<file path="src/rtl/mbist_march_ctrl.sv">
//-----------------------------------------------------------------------------
// mbist_march_ctrl
//
// March C- sequencer for one MBIST memory port. Drives the address generator
// (run / updown / load), issues one SRAM op per cycle with the March data
// background, compares read data one cycle later and keeps sticky status.
//
// March C- elements (index : direction : ops):
//   E0 up (w0)   E1 up (r0,w1)   E2 up (r1,w0)
//   E3 dn (r0,w1) E4 dn (r1,w0)  E5 up (r0)
//
// Configuration macro:
//   MBIST_CHECKERBOARD_EN  defined   : value 0 = 0x55..55, value 1 = 0xAA..AA
//                          undefined : value 0 = 0x00..00, value 1 = 0xFF..FF
//
// Ports:
//   clk             in   clock
//   rst_n           in   asynchronous reset, active low
//   bist_en         in   level start; 0 aborts to IDLE
//   last_addr       in   generator is at the final address for its direction
//   bist_addr       in   current generator address
//   bist_run        out  generator advance enable
//   bist_updown     out  generator direction (1 = up)
//   bist_load       out  generator reload with start address
//   mem_cs          out  SRAM chip select
//   mem_we          out  SRAM write enable (1 = write)
//   mem_wdata       out  SRAM write data
//   mem_rdata       in   SRAM read data, valid one cycle after a read strobe
//   bist_done       out  test complete, held until bist_en drops
//   bist_error      out  sticky mismatch flag
//   bist_error_addr out  address of the first mismatch
//   bist_error_cnt  out  mismatch count, saturating at 15
//-----------------------------------------------------------------------------
module mbist_march_ctrl #(
   parameter int BIST_ADDR_WD = 9,
   parameter int BIST_DATA_WD = 32
) (
   input  logic                    clk,
   input  logic                    rst_n,
   input  logic                    bist_en,
   input  logic                    last_addr,
   input  logic [BIST_ADDR_WD-1:0] bist_addr,
   output logic                    bist_run,
   output logic                    bist_updown,
   output logic                    bist_load,
   output logic                    mem_cs,
   output logic                    mem_we,
   output logic [BIST_DATA_WD-1:0] mem_wdata,
   input  logic [BIST_DATA_WD-1:0] mem_rdata,
   output logic                    bist_done,
   output logic                    bist_error,
   output logic [BIST_ADDR_WD-1:0] bist_error_addr,
   output logic [3:0]              bist_error_cnt
);

   typedef enum logic [2:0] {
      IDLE,
      LOAD,
      RUN,
      FLUSH,
      DONE
   } state_t;

   localparam logic [2:0] ELEM_FIRST = 3'd0;
   localparam logic [2:0] ELEM_LAST  = 3'd5;

   //--------------------------------------------------------------------------
   // March element table
   //--------------------------------------------------------------------------
   // E3 and E4 are the only descending elements.
   function automatic logic elem_dir_up(input logic [2:0] e);
      return !((e == 3'd3) || (e == 3'd4));
   endfunction

   // E0 and E5 have a single op; all others have two (read then write).
   function automatic logic elem_single_op(input logic [2:0] e);
      return (e == ELEM_FIRST) || (e == ELEM_LAST);
   endfunction

   // Data value expected by the read of E1..E4 (r1 in E2/E4, r0 otherwise).
   function automatic logic elem_read_value(input logic [2:0] e);
      return (e == 3'd2) || (e == 3'd4);
   endfunction

   //--------------------------------------------------------------------------
   // Data background
   //--------------------------------------------------------------------------
   logic [BIST_DATA_WD-1:0] bg_zero;
   logic [BIST_DATA_WD-1:0] bg_one;

   genvar gi;
   generate
      for (gi = 0; gi < BIST_DATA_WD; gi++) begin : g_bg
`ifdef MBIST_CHECKERBOARD_EN
         // {N{2'b01}}: even bits set for value 0
         assign bg_zero[gi] = ((gi % 2) == 0) ? 1'b1 : 1'b0;
`else
         assign bg_zero[gi] = 1'b0;
`endif
      end
   endgenerate

   assign bg_one = ~bg_zero;

   //--------------------------------------------------------------------------
   // State
   //--------------------------------------------------------------------------
   state_t                  state_q,    state_d;
   logic [2:0]              elem_q,     elem_d;
   logic                    op_q,       op_d;

   // Compare pipeline: one read in flight at most.
   logic                    rd_vld_q,   rd_vld_d;
   logic [BIST_DATA_WD-1:0] exp_q,      exp_d;
   logic [BIST_ADDR_WD-1:0] cmp_addr_q, cmp_addr_d;

   // Sticky status
   logic                    err_q,      err_d;
   logic [BIST_ADDR_WD-1:0] err_addr_q, err_addr_d;
   logic [3:0]              err_cnt_q,  err_cnt_d;

   //--------------------------------------------------------------------------
   // Decode of the current op from element / op index
   //--------------------------------------------------------------------------
   logic                    in_run;
   logic                    cur_dir_up;
   logic                    cur_last_op;
   logic                    cur_is_write;
   logic                    cur_value;
   logic                    wrap_ok;
   logic [BIST_DATA_WD-1:0] cur_pattern;

   always_comb begin
      in_run       = (state_q == RUN);
      cur_dir_up   = elem_dir_up(elem_q);
      cur_last_op  = elem_single_op(elem_q) ? 1'b1 : op_q;
      // E0 is write-only; in two-op elements the second op is the write.
      cur_is_write = (elem_q == ELEM_FIRST) || op_q;
      if (elem_single_op(elem_q)) begin
         cur_value = 1'b0;
      end else begin
         cur_value = op_q ? ~elem_read_value(elem_q) : elem_read_value(elem_q);
      end
      // At the final address the generator may only wrap if the next element
      // keeps the same direction; on a direction change the address must hold
      // so the new element starts from the same end.
      wrap_ok      = (elem_q != ELEM_LAST) &&
                     (elem_dir_up(elem_q + 3'd1) == cur_dir_up);
      cur_pattern  = cur_value ? bg_one : bg_zero;
   end

   //--------------------------------------------------------------------------
   // Outputs: decodes of registered state (last_addr only gates bist_run)
   //--------------------------------------------------------------------------
   assign mem_cs          = in_run;
   assign mem_we          = in_run && cur_is_write;
   assign mem_wdata       = (in_run && cur_is_write) ? cur_pattern : '0;
   assign bist_run        = in_run && cur_last_op && (!last_addr || wrap_ok);
   assign bist_updown     = cur_dir_up;
   assign bist_load       = (state_q == LOAD);
   assign bist_done       = (state_q == DONE);
   assign bist_error      = err_q;
   assign bist_error_addr = err_addr_q;
   assign bist_error_cnt  = err_cnt_q;

   //--------------------------------------------------------------------------
   // Sequencer next state
   //--------------------------------------------------------------------------
   always_comb begin
      state_d = state_q;
      elem_d  = elem_q;
      op_d    = op_q;

      case (state_q)
         IDLE: begin
            // Park on E0 so the generator loads in the up direction.
            elem_d = ELEM_FIRST;
            op_d   = 1'b0;
            if (bist_en) begin
               state_d = LOAD;
            end
         end
         LOAD: begin
            elem_d  = ELEM_FIRST;
            op_d    = 1'b0;
            state_d = RUN;
         end
         RUN: begin
            if (!cur_last_op) begin
               op_d = 1'b1;
            end else begin
               op_d = 1'b0;
               if (last_addr) begin
                  if (elem_q == ELEM_LAST) begin
                     state_d = FLUSH;
                  end else begin
                     elem_d = elem_q + 3'd1;
                  end
               end
            end
         end
         FLUSH: begin
            // Lets the final read reach the comparator before DONE.
            state_d = DONE;
         end
         DONE: begin
            state_d = DONE;
         end
         default: begin
            state_d = IDLE;
         end
      endcase

      // Abort from any state; status is left untouched.
      if (!bist_en) begin
         state_d = IDLE;
      end
   end

   //--------------------------------------------------------------------------
   // Compare pipeline and status next state
   //--------------------------------------------------------------------------
   always_comb begin
      rd_vld_d   = 1'b0;
      exp_d      = exp_q;
      cmp_addr_d = cmp_addr_q;
      err_d      = err_q;
      err_addr_d = err_addr_q;
      err_cnt_d  = err_cnt_q;

      // Capture expectation for a read issued this cycle; dropping bist_en
      // empties the pipeline so nothing is compared after an abort.
      if (bist_en && in_run && !cur_is_write) begin
         rd_vld_d   = 1'b1;
         exp_d      = cur_pattern;
         cmp_addr_d = bist_addr;
      end

      if (state_q == LOAD) begin
         err_d      = 1'b0;
         err_addr_d = '0;
         err_cnt_d  = 4'd0;
      end else if (bist_en && rd_vld_q && (mem_rdata != exp_q)) begin
         err_d = 1'b1;
         if (!err_q) begin
            err_addr_d = cmp_addr_q;
         end
         if (err_cnt_q != 4'hF) begin
            err_cnt_d = err_cnt_q + 4'd1;
         end
      end
   end

   //--------------------------------------------------------------------------
   // Registers
   //--------------------------------------------------------------------------
   always_ff @(posedge clk or negedge rst_n) begin
      if (!rst_n) begin
         state_q    <= IDLE;
         elem_q     <= ELEM_FIRST;
         op_q       <= 1'b0;
         rd_vld_q   <= 1'b0;
         exp_q      <= '0;
         cmp_addr_q <= '0;
         err_q      <= 1'b0;
         err_addr_q <= '0;
         err_cnt_q  <= 4'd0;
      end else begin
         state_q    <= state_d;
         elem_q     <= elem_d;
         op_q       <= op_d;
         rd_vld_q   <= rd_vld_d;
         exp_q      <= exp_d;
         cmp_addr_q <= cmp_addr_d;
         err_q      <= err_d;
         err_addr_q <= err_addr_d;
         err_cnt_q  <= err_cnt_d;
      end
   end

endmodule

</file>
<file path="config.mk">
export PLATFORM = sky130hd
export DESIGN_NAME = mbist_march_ctrl
export DESIGN_NICKNAME = d
export VERILOG_FILES = /design/src/rtl/mbist_march_ctrl.sv
export SDC_FILE = /design/constraint.sdc
export NUM_CORES = 1
export LEC_CHECK = 0
export CAP_MARGIN = 20
export CELL_PAD_IN_SITES_DETAIL_PLACEMENT = 0
export CELL_PAD_IN_SITES_GLOBAL_PLACEMENT = 2
export CORE_MARGIN = 2
export CORE_UTILIZATION = 21
export DETAILED_ROUTE_END_ITERATION = 7
export PLACE_DENSITY = 0.89
export RECOVER_POWER = 100
export SLEW_MARGIN = 15
export SYNTH_ARGS = -nofsm -noshare
export SYNTH_HDL_FRONTEND = slang
export SYNTH_SLANG_ARGS = --single-unit
</file>
<file path="constraint.sdc">
create_clock -name clk -period 3.77 [get_ports clk]
set_clock_uncertainty 0.1 [all_clocks]
set_input_delay 0.754 -clock clk [delete_from_list [all_inputs] [get_ports clk]]
set_output_delay 0.754 -clock clk [all_outputs]
set_load 0.05 [all_outputs]
</file>
# == Word-level counts from Yosys, hierarchy flattened ==
# Index checks and enable logic that the tools add are counted.
# classes
addsub,2
multipliers,0
n_div,0
order_cmp,0
n_eq_ne,21
n_shift,0
n_mux,25
bitwise,1
reduce_logical,29
# op_table
cell,n
2-to-1 mux 32 bit,2
!= test 32 bit,1
2-to-1 mux 9 bit,3
2-to-1 mux 3 bit,7
"== test 3 x 2 -> 1 bit, second input constant",5
"== test 3 bit, second input constant",4
2-to-1 mux 4 bit,3
one-hot mux 3 bit (4 select lines),1
logical AND 1 bit,8
2-to-1 mux 1 bit,7
zero test 3 bit,2
logical OR 1 bit,6
"!= test 2 bit, second input constant",3
"!= test 3 x 2 -> 1 bit, second input constant",2
"!= test 3 bit, second input constant",2
one-hot mux 3 bit (2 select lines),1
nonzero test 2 bit,3
"adder 4 x 1 -> 4 bit, second input constant",1
zero test 1 bit,4
"!= test 4 bit, second input constant",1
AND reduction 2 bit,2
AND reduction 4 bit,1
OR reduction 2 bit,2
"adder 3 x 1 -> 3 bit, second input constant",1
6 further kinds,6
# totals
reg_bits,63
latchBits,0
mem_bits_rw,0
rom_bits,0
input_bits,45
output_inout_bits,52
elab_cells,87
memories,0

# == Depth between registers and ports, before layout ==
# Gate-level depths: netlist of the first run.
# logic_depth
ltp_word,8
mapped_depth,8

# == Least setup slack after synthesis of the first run ==
# OpenSTA, ideal clock, no wires.
# synth_timing
path_type,register to output
startpoint,reg elem_q[0]
endpoint,out mem_wdata[10]
t_arrival_ns,4.130
slack_ns,-1.214
path_stages_with_launch,7
path_buffers,1
cell_sequence,dfrtp_1 inv_1 ha_1 nor2b_1 nor2_1 nor3_1 buf_4
# synth_via
elab_chain_cells,7
word_cells_on_any_way,13
# synth_lines
item,line_no,text
start: declaration,109,"logic [2:0] elem_q, elem_d;"
start signal: assignment,270,elem_q <= elem_d;
== test 3 x 2 -> 1 bit / == test 3 bit (equally long branches),82,return (e == 3'd2) || (e == 3'd4);
logical OR 1 bit,82,
inverter 1 bit,142,cur_value = op_q ? ~elem_read_value(elem_q) : elem_read_value(elem_q);
2-to-1 mux 1 bit,142,
2-to-1 mux 1 bit,139,if (elem_single_op(elem_q)) begin
2-to-1 mux 32 bit,149,cur_pattern = cur_value ? bg_one : bg_zero;
2-to-1 mux 32 bit *,157,assign mem_wdata = (in_run && cur_is_write) ? cur_pattern : '0;
end: declaration,48,"output logic [BIST_DATA_WD-1:0] mem_wdata,"
# Mark *: on every way between the ends. The rest lies on a longest branch, timed or not.

# == Final worst setup path of the first run ==
# layout_timing
startpoint,reg state_q[1]
endpoint,out bist_load
# layout_via
elab_chain_cells,1
# layout_lines
item,line_no,text
start: declaration,108,"state_t state_q, state_d;"
start signal: assignment,269,state_q <= state_d;
== test 3 x 1 -> 1 bit,160,assign bist_load = (state_q == LOAD);
end: declaration,45,"output logic bist_load,"
# No other way between the ends.

==> reports/metrics.csv, run 1 <==
stage,metric,value,unit
global_route,largest net degree at the start of global routing,33,
final_layout,fillers,923,
setup_path,Worst setup SP type,flop,
logic_synthesis,Post-Synthesis Cell Area,0.00200,mm^2
setup_path,critical path endpoint category,output pin,
route,Initial DRT Pass Iterations,4,
timing,Final min period,3.41,ns
setup_path,CP Data Arrival Time,2.56,ns
die,Die Span Y,102,um
route,Total Wirelength,5040,um
placement,Placer Congestion,0.727,
die,DIE WIDTH,102,um
timing,Max Slew Vio Count,33,
route,Post-DRT Antenna Nets,0,
clock_tree,clk sinks,32,
logic_synthesis,"count leader, synth",nand2_1,
logic_synthesis,ys flop type,dfrtp_1,
setup_path,FF-to-FF setup slack,1.39,ns
logic_synthesis,post-synth top area share,0.401,
clock_tree,TritonCTS Buffers,5,
clock_tree,cts hold-fix bufs,0,
setup_path,Crit Path Class,reg2out,
setup_path,Crit Path Max Fanout,28,
global_route,global-route wire length before repair,8020,um
clock_tree,clock tree buffer depth,2,
final_layout,Multi-input gate area,901,um^2
pwr,"Power, Total",937,uW
route,Vias,1707,
final_layout,layout cells sized above 1,0.194,
logic_synthesis,Post-synth ARST share,1.00,
clock_tree,H-tree depth,2,
timing,worst slew margin relative to its limit,-0.167,
outcome,status,finished with violations,
logic_synthesis,Netlist cell types,38,
logic_synthesis,syn avg cell area,9.39,um^2
route,DRC,0,
logic_synthesis,Cells after Synth,213,
clock_tree,worst skew pair latency,0.28,ns
final_layout,diodes inserted,0,
logic_synthesis,Post-synth EDFFs,0,
clock_tree,clock-pin slew on the worst setup and hold paths,0.06,ns
timing,final setup fails,0,
logic_synthesis,Yosys warnings,0,
logic_synthesis,Mapped Nets,263,
placement,input/output buffers,96,
logic_synthesis,post-synthesis sequential area ratio,0.401,
logic_synthesis,most instantiated cells after synthesis,"34 x nand2_1, 32 x dfrtp_1, 31 x buf_4",
timing,Peak Freq,293,MHz
global_route,vias in the first global route,1664,
outcome,failing checks,"max-capacitance violations, max-slew violations",
timing,RSZ-0062 raised after global routing,no,
global_route,gr usage total,0.0978,
pwr,pwr/cell area,286,mW/mm^2
global_route,gr ovfl total,0,
clock_tree,Post-CTS Setup Bufs,0,
hold_path,Hold Path Stages,1,
route,vias per cell,4.18,
route,starting DRC count in detailed routing,34,
setup_path,data required time at the worst endpoint,2.92,ns
logic_synthesis,Synth area leaders,"dfrtp_1 40%, buf_4 12%, mux2i_1 7.0%, nand2_1 6.4%, mux2_2 5.1%",
timing,Slew @ Worst Pin,1.75,ns
hold_path,min-delay worst type,reg2reg,
die,area of the core,0.00924,mm^2
die,IO Count,97,
final_layout,Layout Nets,329,
global_route,antenna violations before repair,0,
die,# rows,35,
final_layout,Util after Layout,0.354,
logic_synthesis,register bit total from synthesis,32,
clock_tree,CTS root buf,clkbuf_8,
timing,final worst-path cycle share,0.905,
timing,Hold Fails Final Rpt,0,
final_layout,FF/Latch Area,801,um^2
logic_synthesis,Synth area leader,dfrtp_1,
die,starting density of the core,0.216,
run,max capacitance violation total,1,
pwr,Worst VDD drop,201,uV
die,die area,0.0103,mm^2
route,WL per Instance,12.4,um
pwr,Pleak,0.00139,uW
final_layout,Layout area overhead,63.8,%
placement,detailed placer's ending HPWL,3980,um
timing,Final TNS setup,0,ns
clock_tree,post_cts resized,0,
setup_path,Reg2Reg Depth,6,
clock_tree,CTS tree,done,
## routing by layer
metal  global-route usage  wire length, um  vias up
li1                     -                -      843
met1                0.112             2030      802
met2                0.174             2630       58
met3               0.0331              358        4
met4               0.0249               22        0
met5                    0                0        -
## final timing paths
path                                      startpoint                        endpoint
min in group asynchronous                      rst_n  bist_error_addr[8]$_DFFE_PN0P_
setup reg to reg               elem_q[1]$_DFFE_PN0P_       cmp_addr_q[2]$_DFFE_PN0P_
hold / removal             cmp_addr_q[3]$_DFFE_PN0P_       cmp_addr_q[3]$_DFFE_PN0P_
hold reg to reg            cmp_addr_q[3]$_DFFE_PN0P_       cmp_addr_q[3]$_DFFE_PN0P_
setup / recovery              state_q[1]$_DFFE_PN0P_                       bist_load
max in group asynchronous                      rst_n  bist_error_addr[5]$_DFFE_PN0P_
## registers in the layout, indices dropped and copies added, names as in the netlist, 3 cells and up
| name | count |
|---|---|
| bist_error_addr | 9 |
| state_q | 3 |
| bist_error_cnt | 4 |
| cmp_addr_q | 9 |
| elem_q | 3 |
## critical path, cell delays in order, from the launching register on
cell	delay [ns]
dfrtp_1	0.44
or3b_1	0.76
inv_1	0.19
dlygate4sd3_1	0.89
## power breakdown
group	switching, uW	leakage (uW)	total, uW	internal [uW]
registers	28.7	0.000439	419	390
logic	124	0.000899	238	115
clock network	117	0.0000503	279	162
## layout by cell type, fill, tap and decap left out, drive strengths merged, types with 2 or more instances in the layout
master / n
nand2b: 2
mux2: 9
nand2: 34
xnor2: 2
o21a: 2
a21boi: 3
or3: 4
a21oi: 7
nor2: 7
nor2b: 2
clkdlybuf4s50: 40
inv: 6
clkbuf: 9
dlygate4sd3: 24
a211oi: 2
mux2i: 14
nand4: 4
o21ai: 5
ha: 5
dfrtp: 32
nor3: 6
o22a: 2
buf: 32
nor4: 4
nand3: 9
or4: 4
## final cells by class
| class | count | share of cell area |
|---|---|---|
| Sequential cell | 32 | 0.245 |
| Timing Repair Buffer | 98 | 0.395 |
| Multi-Input combinational cell | 136 | 0.275 |
| Inverter | 6 | 0.00688 |
| Tap cell | 129 | 0.0493 |
| Clock buffer | 7 | 0.0294 |
## metrics by stage
stage	area, um^2	worst slack [ns]	std cells	hold slack (ns)
2_1_floorplan	2000	0.00817	213	0.358
3_3_place_gp	3200	0.603	401	0.389
3_5_place_dp	3200	0.584	401	0.394
4_1_cts	3290	0.406	408	0.410
6_report	3270	0.357	408	0.406
5_1_grt	3270	0.143	408	0.421
## cells by family after synthesis
| kind of cell | share of synthesized area |
|---|---|
| simple gates | 0.188 |
| buf+inv | 0.151 |
| flops | 0.401 |
| compound gates | 0.0951 |
| mux | 0.121 |
| fa+ha+maj | 0.0313 |
| xor+xnor | 0.0131 |
Power figures use the tool's default switching activity.
==> run 2, diff against run 1 <==
--- a/config.mk
+++ b/config.mk
@@ -7,3 +7,2 @@
 export LEC_CHECK = 0
-export CAP_MARGIN = 20
 export CELL_PAD_IN_SITES_DETAIL_PLACEMENT = 0
--- a/constraint.sdc
+++ b/constraint.sdc
@@ -4,2 +4,2 @@
 set_output_delay 0.754 -clock clk [all_outputs]
-set_load 0.05 [all_outputs]
+set_load 0.1 [all_outputs]
==> run 2 against run 1 <==
The run still ends with max-capacitance violations, max-slew violations left. Critical endpoint is now mem_wdata[2]. Worst hold slack improved by 0.0021 ns. Worst setup slack better by 0.34 ns. Die area is the same. Flip-flop and latch count unchanged. Fmax is 11% higher. Register-to-register slack lost 0.05 ns. Largest power group unchanged. Wire length shrank 4.0%. Sequential share of layout area about the same. Final cell count is 0.49% higher. Power is 2.5% higher. Global-route usage decreased by 0.40 points.
==> reports/metrics.csv, run 2 (synthesis results as in run 1) <==
stage,metric,value,unit,change
outcome,status,finished with violations,,
outcome,failing checks,"max-capacitance violations, max-slew violations",,
clock_tree,H-tree depth,2,,unchanged
final_layout,layout cells sized above 1,0.210,,+0.0164
die,IO Count,97,,unchanged
setup_path,Crit Path Class,reg2out,,
route,Initial DRT Pass Iterations,4,,unchanged
timing,Hold Fails Final Rpt,0,,unchanged
die,die area,0.0103,mm^2,unchanged
global_route,vias in the first global route,1581,,-5.0%
final_layout,most frequent cells in the layout,"40 x clkdlybuf4s50_1, 34 x nand2_1, 33 x buf_12",,
placement,detailed placer's ending HPWL,3840,um,-3.4%
setup_path,CP Data Arrival Time,2.22,ns,-0.34 ns
route,Post-DRT Antenna Nets,0,,unchanged
final_layout,Layout area overhead,63.5,%,
global_route,gr ovfl total,0,,unchanged
route,Vias,1660,,-2.8%
clock_tree,CTS tree,done,,
placement,Placer Congestion,0.760,,+4.5%
setup_path,Setup crit end,mem_wdata[2],,
die,# rows,35,,unchanged
setup_path,slowest CP cell,dfrtp_1,,
setup_path,Crit Path Max Fanout,32,,+14%
hold_path,min-delay worst type,reg2reg,,
setup_path,data required time at the worst endpoint,2.92,ns,about the same
timing,Final min period,3.07,ns,-0.340 ns
clock_tree,TritonCTS Buffers,5,,unchanged
timing,WHS,0.408,ns,+0.00214 ns
timing,RSZ-0062 raised after global routing,no,,
clock_tree,cts hold-fix bufs,0,,unchanged
pwr,Worst VDD drop,258,uV,+29%
final_layout,Layout Nets,330,,+0.30%
route,vias per cell,4.05,,-3.2%
die,starting density of the core,0.216,,unchanged
setup_path,Reg2Reg Depth,6,,unchanged
run,max capacitance violation total,1,,unchanged
timing,Peak Freq,325,MHz,+11%
setup_path,Crit path largest cell delay,0.40,ns,-0.49 ns
die,Die Span Y,102,um,unchanged
setup_path,worst path cell trace,"inv_1, ha_1, nor2b_1, nor2_1, nor3_4, buf_12, buf_12",,
setup_path,CP Depth,7,,+4
pwr,pwr/cell area,294,mW/mm^2,+2.7%
global_route,gr usage total,0.0938,,-0.00397
timing,final setup fails,0,,unchanged
clock_tree,Post-CTS Setup Bufs,0,,unchanged
clock_tree,CTS root buf,clkbuf_8,,
timing,final worst-path cycle share,0.815,,-0.0902
timing,Slew @ Worst Pin,1.65,ns,-0.105 ns
timing,Max Slew Vio Count,33,,unchanged
placement,input/output buffers,96,,unchanged
setup_path,Worst setup startpoint,elem_q[0]$_DFFE_PN0P_,,
die,DIE WIDTH,102,um,unchanged
final_layout,"commonest non-fill, non-tap cell in the layout",clkdlybuf4s50_1,,
clock_tree,clock tree buffer depth,2,,unchanged
route,Total Wirelength,4840,um,-4.0%
clock_tree,clk sinks,32,,unchanged
setup_path,Worst setup SP type,flop,,
route,WL per Instance,11.8,um,-4.5%
global_route,antenna violations before repair,0,,unchanged
setup_path,RR Endpoint,cmp_addr_q[7]$_DFFE_PN0P_,,
route,starting DRC count in detailed routing,38,,+12%
setup_path,FF-to-FF setup slack,1.34,ns,-0.05 ns
setup_path,critical path endpoint category,output pin,,
global_route,global-route wire length before repair,7580,um,-5.5%
pwr,Pleak,0.00138,uW,-0.39%
clock_tree,post_cts resized,0,,unchanged
setup_path,r2r startpoint,elem_q[0]$_DFFE_PN0P_,,
timing,Final TNS setup,0,ns,unchanged
clock_tree,clock-pin slew on the worst setup and hold paths,0.06,ns,about the same
setup_path,Top Family by Delay on Critical Path,buffers and inverters,,
setup_path,most frequent cell on the critical path,buf_12,,
setup_path,worst path bufs/invs,3,,+1
die,area of the core,0.00924,mm^2,unchanged
global_route,largest net degree at the start of global routing,33,,unchanged
final_layout,diodes inserted,0,,unchanged
route,DRC,0,,unchanged
timing,worst slew margin relative to its limit,-0.0968,,+0.0700
clock_tree,worst skew pair latency,0.28,ns,about the same
## run 2: cell types whose count changed in the layout (fill, tap and decap cells not counted), sizes merged
cell / before / now
dlygate4sd3: 24 / 18
clkbuf: 9 / 13
buf: 32 / 34
clkinv: 0 / 2
## run 2: worst min-delay path by stage
stage,startpoint,endpoint,slack (ns),cells after the start
after floorplan,rst_n,bist_error$_DFFE_PN0P_,0.36,0
after global placement,cmp_addr_q[5]$_DFFE_PN0P_,cmp_addr_q[5]$_DFFE_PN0P_,0.39,1
after detailed placement,cmp_addr_q[1]$_DFFE_PN0P_,cmp_addr_q[1]$_DFFE_PN0P_,0.39,1
after CTS,cmp_addr_q[1]$_DFFE_PN0P_,cmp_addr_q[1]$_DFFE_PN0P_,0.41,1
after global routing,cmp_addr_q[1]$_DFFE_PN0P_,cmp_addr_q[1]$_DFFE_PN0P_,0.42,1
final,cmp_addr_q[1]$_DFFE_PN0P_,cmp_addr_q[1]$_DFFE_PN0P_,0.41,1
## run 2: area by class of cell
type	instances	area (um^2)
Clock buffer	6	82.6
Clock inverter	2	10.0
Fill cell	928	5970
Inverter	6	22.5
Multi-Input combinational cell	136	913
Sequential cell	32	801
Tap cell	129	161
Timing Repair Buffer	99	1280
## run 2: per-layer routing
layer | track usage | share of wire | vias up
met2 | 0.164 | 0.51 | 48
met1 | 0.110 | 0.41 | 753
met4 | 0.0249 | 0.010 | 0
met5 | 0 | 0 | -
met3 | 0.0297 | 0.071 | 6
li1 | - | - | 853
## run 2: report_power, final
part           switching (uW)  internal [uW]
registers                29.9            390
clock network             120            145
logic                     162            111
total                     313            647
## run 2: through the flow
stage	std cells	area, um^2	util	setup slack (ns)	power, uW
5_1_grt	410	3270	0.354	0.511	1020
4_1_cts	410	3290	0.356	0.674	981
3_3_place_gp	402	3200	0.346	0.857	704
2_1_floorplan	213	2020	-	0.115	608
3_5_place_dp	402	3200	0.346	0.820	711
6_report	410	3270	0.354	0.697	960
==> run 3, diff against run 2 <==
Settings changed: CORE_UTILIZATION 21 to 23, PLACE_DENSITY 0.89 to 0.92.
Clock period 3.77 ns to 2.97 ns, I/O delays scaled along.
==> run 3 against run 2 <==
The flow still finishes with violations (max-capacitance violations, max-slew violations). Combinational power rose by 34%. Global-route usage up 1.0 points. Clock-buffer cell count is 2 higher. Non-clock buffer count is the same. Critical path type unchanged. Largest cell class unchanged. Highest routed layer unchanged.
==> reports/metrics.csv, run 3 (synthesis results as in run 1) <==
stage,metric,value,unit,change
outcome,status,finished with violations,,
outcome,failing checks,"max-capacitance violations, max-slew violations",,
global_route,grt met3 use,0.0288,,-0.000899
die,IO Count,97,,unchanged
setup_path,data required time at the worst endpoint,2.28,ns,-0.64 ns
route,Total Wirelength,4980,um,+2.8%
final_layout,fin area,0.00300,mm^2,-8.1%
die,die area,0.00945,mm^2,-8.4%
die,Die Span Y,97.2,um,-4.3%
route,WL per Instance,12.8,um,+8.3%
hold_path,Hold Path Stages,1,,unchanged
setup_path,RR Endpoint,bist_error_addr[1]$_DFFE_PN0P_,,
final_layout,most frequent cells in the layout,"40 x clkdlybuf4s50_1, 34 x nand2_1, 32 x dfrtp_1",,
setup_path,Crit Path Max Fanout,32,,unchanged
hold_path,hold_sp,cmp_addr_q[3]$_DFFE_PN0P_,,
clock_tree,worst skew pair latency,0.28,ns,about the same
final_layout,FF/Latch Area,801,um^2,unchanged
hold_path,min-delay worst type,reg2reg,,
clock_tree,CTS tree,done,,
die,DIE WIDTH,97.2,um,-4.3%
clock_tree,cts hold-fix bufs,0,,unchanged
die,starting density of the core,0.233,,+0.0163
die,area of the core,0.00859,mm^2,-7.0%
clock_tree,CTS root buf,clkbuf_8,,
setup_path,Worst setup SP type,flop,,
route,vias per cell,4.31,,+6.4%
clock_tree,clock-pin slew on the worst setup and hold paths,0.06,ns,about the same
final_layout,Layout Nets,330,,unchanged
pwr,pwr/cell area,412,mW/mm^2,+40%
global_route,global-route wire length before repair,8080,um,+6.6%
pwr,Worst VDD drop,352,uV,+36%
global_route,antenna violations before repair,0,,unchanged
timing,Max Slew Vio Count,33,,unchanged
global_route,met1 usage,0.136,,+0.0259
placement,input/output buffers,96,,unchanged
global_route,gr ovfl total,0,,unchanged
setup_path,Crit Path Class,reg2out,,
hold_path,Min-Delay Endpoint,cmp_addr_q[3]$_DFFE_PN0P_,,
timing,worst slew margin relative to its limit,-0.131,,-0.0345
clock_tree,clk sinks,32,,unchanged
global_route,largest net degree at the start of global routing,33,,unchanged
placement,Placer Congestion,0.806,,+6.0%
clock_tree,clock tree buffer depth,2,,unchanged
timing,final worst-path cycle share,0.928,,
route,Initial DRT Pass Iterations,4,,unchanged
setup_path,CP Data Arrival Time,2.06,ns,-0.16 ns
final_layout,fillers,909,,-2.0%
timing,Slew @ Worst Pin,1.70,ns,+0.0518 ns
final_layout,diodes inserted,0,,unchanged
final_layout,layout cells sized above 1,0.235,,+0.0249
timing,Final min period,2.76,ns,
final_layout,Util after Layout,0.350,,-0.00410
run,max capacitance violation total,1,,unchanged
route,starting DRC count in detailed routing,61,,+61%
route,Post-DRT Antenna Nets,0,,unchanged
setup_path,critical path endpoint category,output pin,,
final_layout,Layout area overhead,50.3,%,
global_route,met2 Usage GRT,0.166,,+0.00166
global_route,vias in the first global route,1648,,+4.2%
timing,Peak Freq,363,MHz,
setup_path,Reg2Reg Depth,5,,-1
setup_path,r2r startpoint,exp_q[30]$_DFFE_PN0P_,,
placement,DP Area,0.00321,mm^2,+0.27%
clock_tree,Post-CTS Setup Bufs,0,,unchanged
timing,final setup fails,0,,unchanged
global_route,gr usage total,0.104,,+0.0104
clock_tree,TritonCTS Buffers,5,,unchanged
placement,detailed placer's ending HPWL,3800,um,-1.0%
final_layout,Multi-input gate area,941,um^2,+3.0%
timing,RSZ-0062 raised after global routing,no,,
global_route,"Most Used Layer, Global Route",met2,,
pwr,Pleak,0.00128,uW,-7.7%
clock_tree,post_cts resized,0,,unchanged
setup_path,FF-to-FF setup slack,0.74,ns,-0.60 ns
timing,Hold Fails Final Rpt,0,,unchanged
route,Vias,1675,,+0.90%
die,# rows,34,,-2.9%
final_layout,"commonest non-fill, non-tap cell in the layout",clkdlybuf4s50_1,,
clock_tree,H-tree depth,2,,unchanged
route,DRC,0,,unchanged
## run 3: changes by cell type in the layout (fill, tap and decap cells not counted), moves of 2 or more
cell	before	now
inv_2	0	2
buf_6	0	10
ha_1	5	3
clkinv_2	2	0
inv_1	6	4
dlygate4sd3_1	18	4
buf_12	33	3
buf_8	0	21
clkbuf_1	5	19
## run 3: report_power, final
group	switching [uW]	total, uW	internal, uW
Sequential	40.2	536	495
Clock	147	336	189
Combinational	213	366	153
Total	401	1240	837
## run 3: worst max-delay path by stage
stage,from,to,slack (ns),depth (start not counted)
2_1_floorplan,elem_q[0]$_DFFE_PN0P_,mem_wdata[10],-0.44,7
4_1_cts,elem_q[0]$_DFFE_PN0P_,mem_wdata[19],0.16,8
3_5_place_dp,mem_rdata[11],bist_error_addr[1]$_DFFE_PN0P_,0.16,6
6_report,elem_q[0]$_DFFE_PN0P_,mem_wdata[25],0.21,8
3_3_place_gp,mem_rdata[11],bist_error_addr[2]$_DFFE_PN0P_,0.20,6
5_1_grt,elem_q[0]$_DFFE_PN0P_,mem_wdata[4],0.06,8
## run 3: per-stage QoR
step	setup WS (ns)	std cells	TNS [ns]	total power (uW)	hold slack, ns
2_1_floorplan	-0.443	213	-13.74	786	0.198
3_3_place_gp	0.200	381	0	926	0.391
3_5_place_dp	0.162	381	0	934	0.394
4_1_cts	0.158	389	0	1270	0.409
5_1_grt	0.0626	389	0	1310	0.427
6_report	0.212	389	0	1240	0.405
## run 3: worst max-delay path, stage by stage, from the launching register on
cell and delay [ns]:
dfrtp_1 0.38, inv_2 0.08, ha_2 0.19, xnor2_1 0.12
nor3_1 0.18, a21oi_2 0.09, nor3_4 0.17, buf_12 0.29
buf_6 0.27
## run 3: area by class of cell
class,instances,share of cell area
Inverter,6,0.00750
Sequential cell,32,0.267
Tap cell,108,0.0450
Multi-Input combinational cell,136,0.313
Timing Repair Buffer,99,0.338
Clock buffer,8,0.0300
## run 3: metal layers
metal,vias to the layer above,share of wire
li1,845,-
met1,757,0.45
met2,68,0.46
met3,5,0.072
met4,0,0.011
met5,-,0
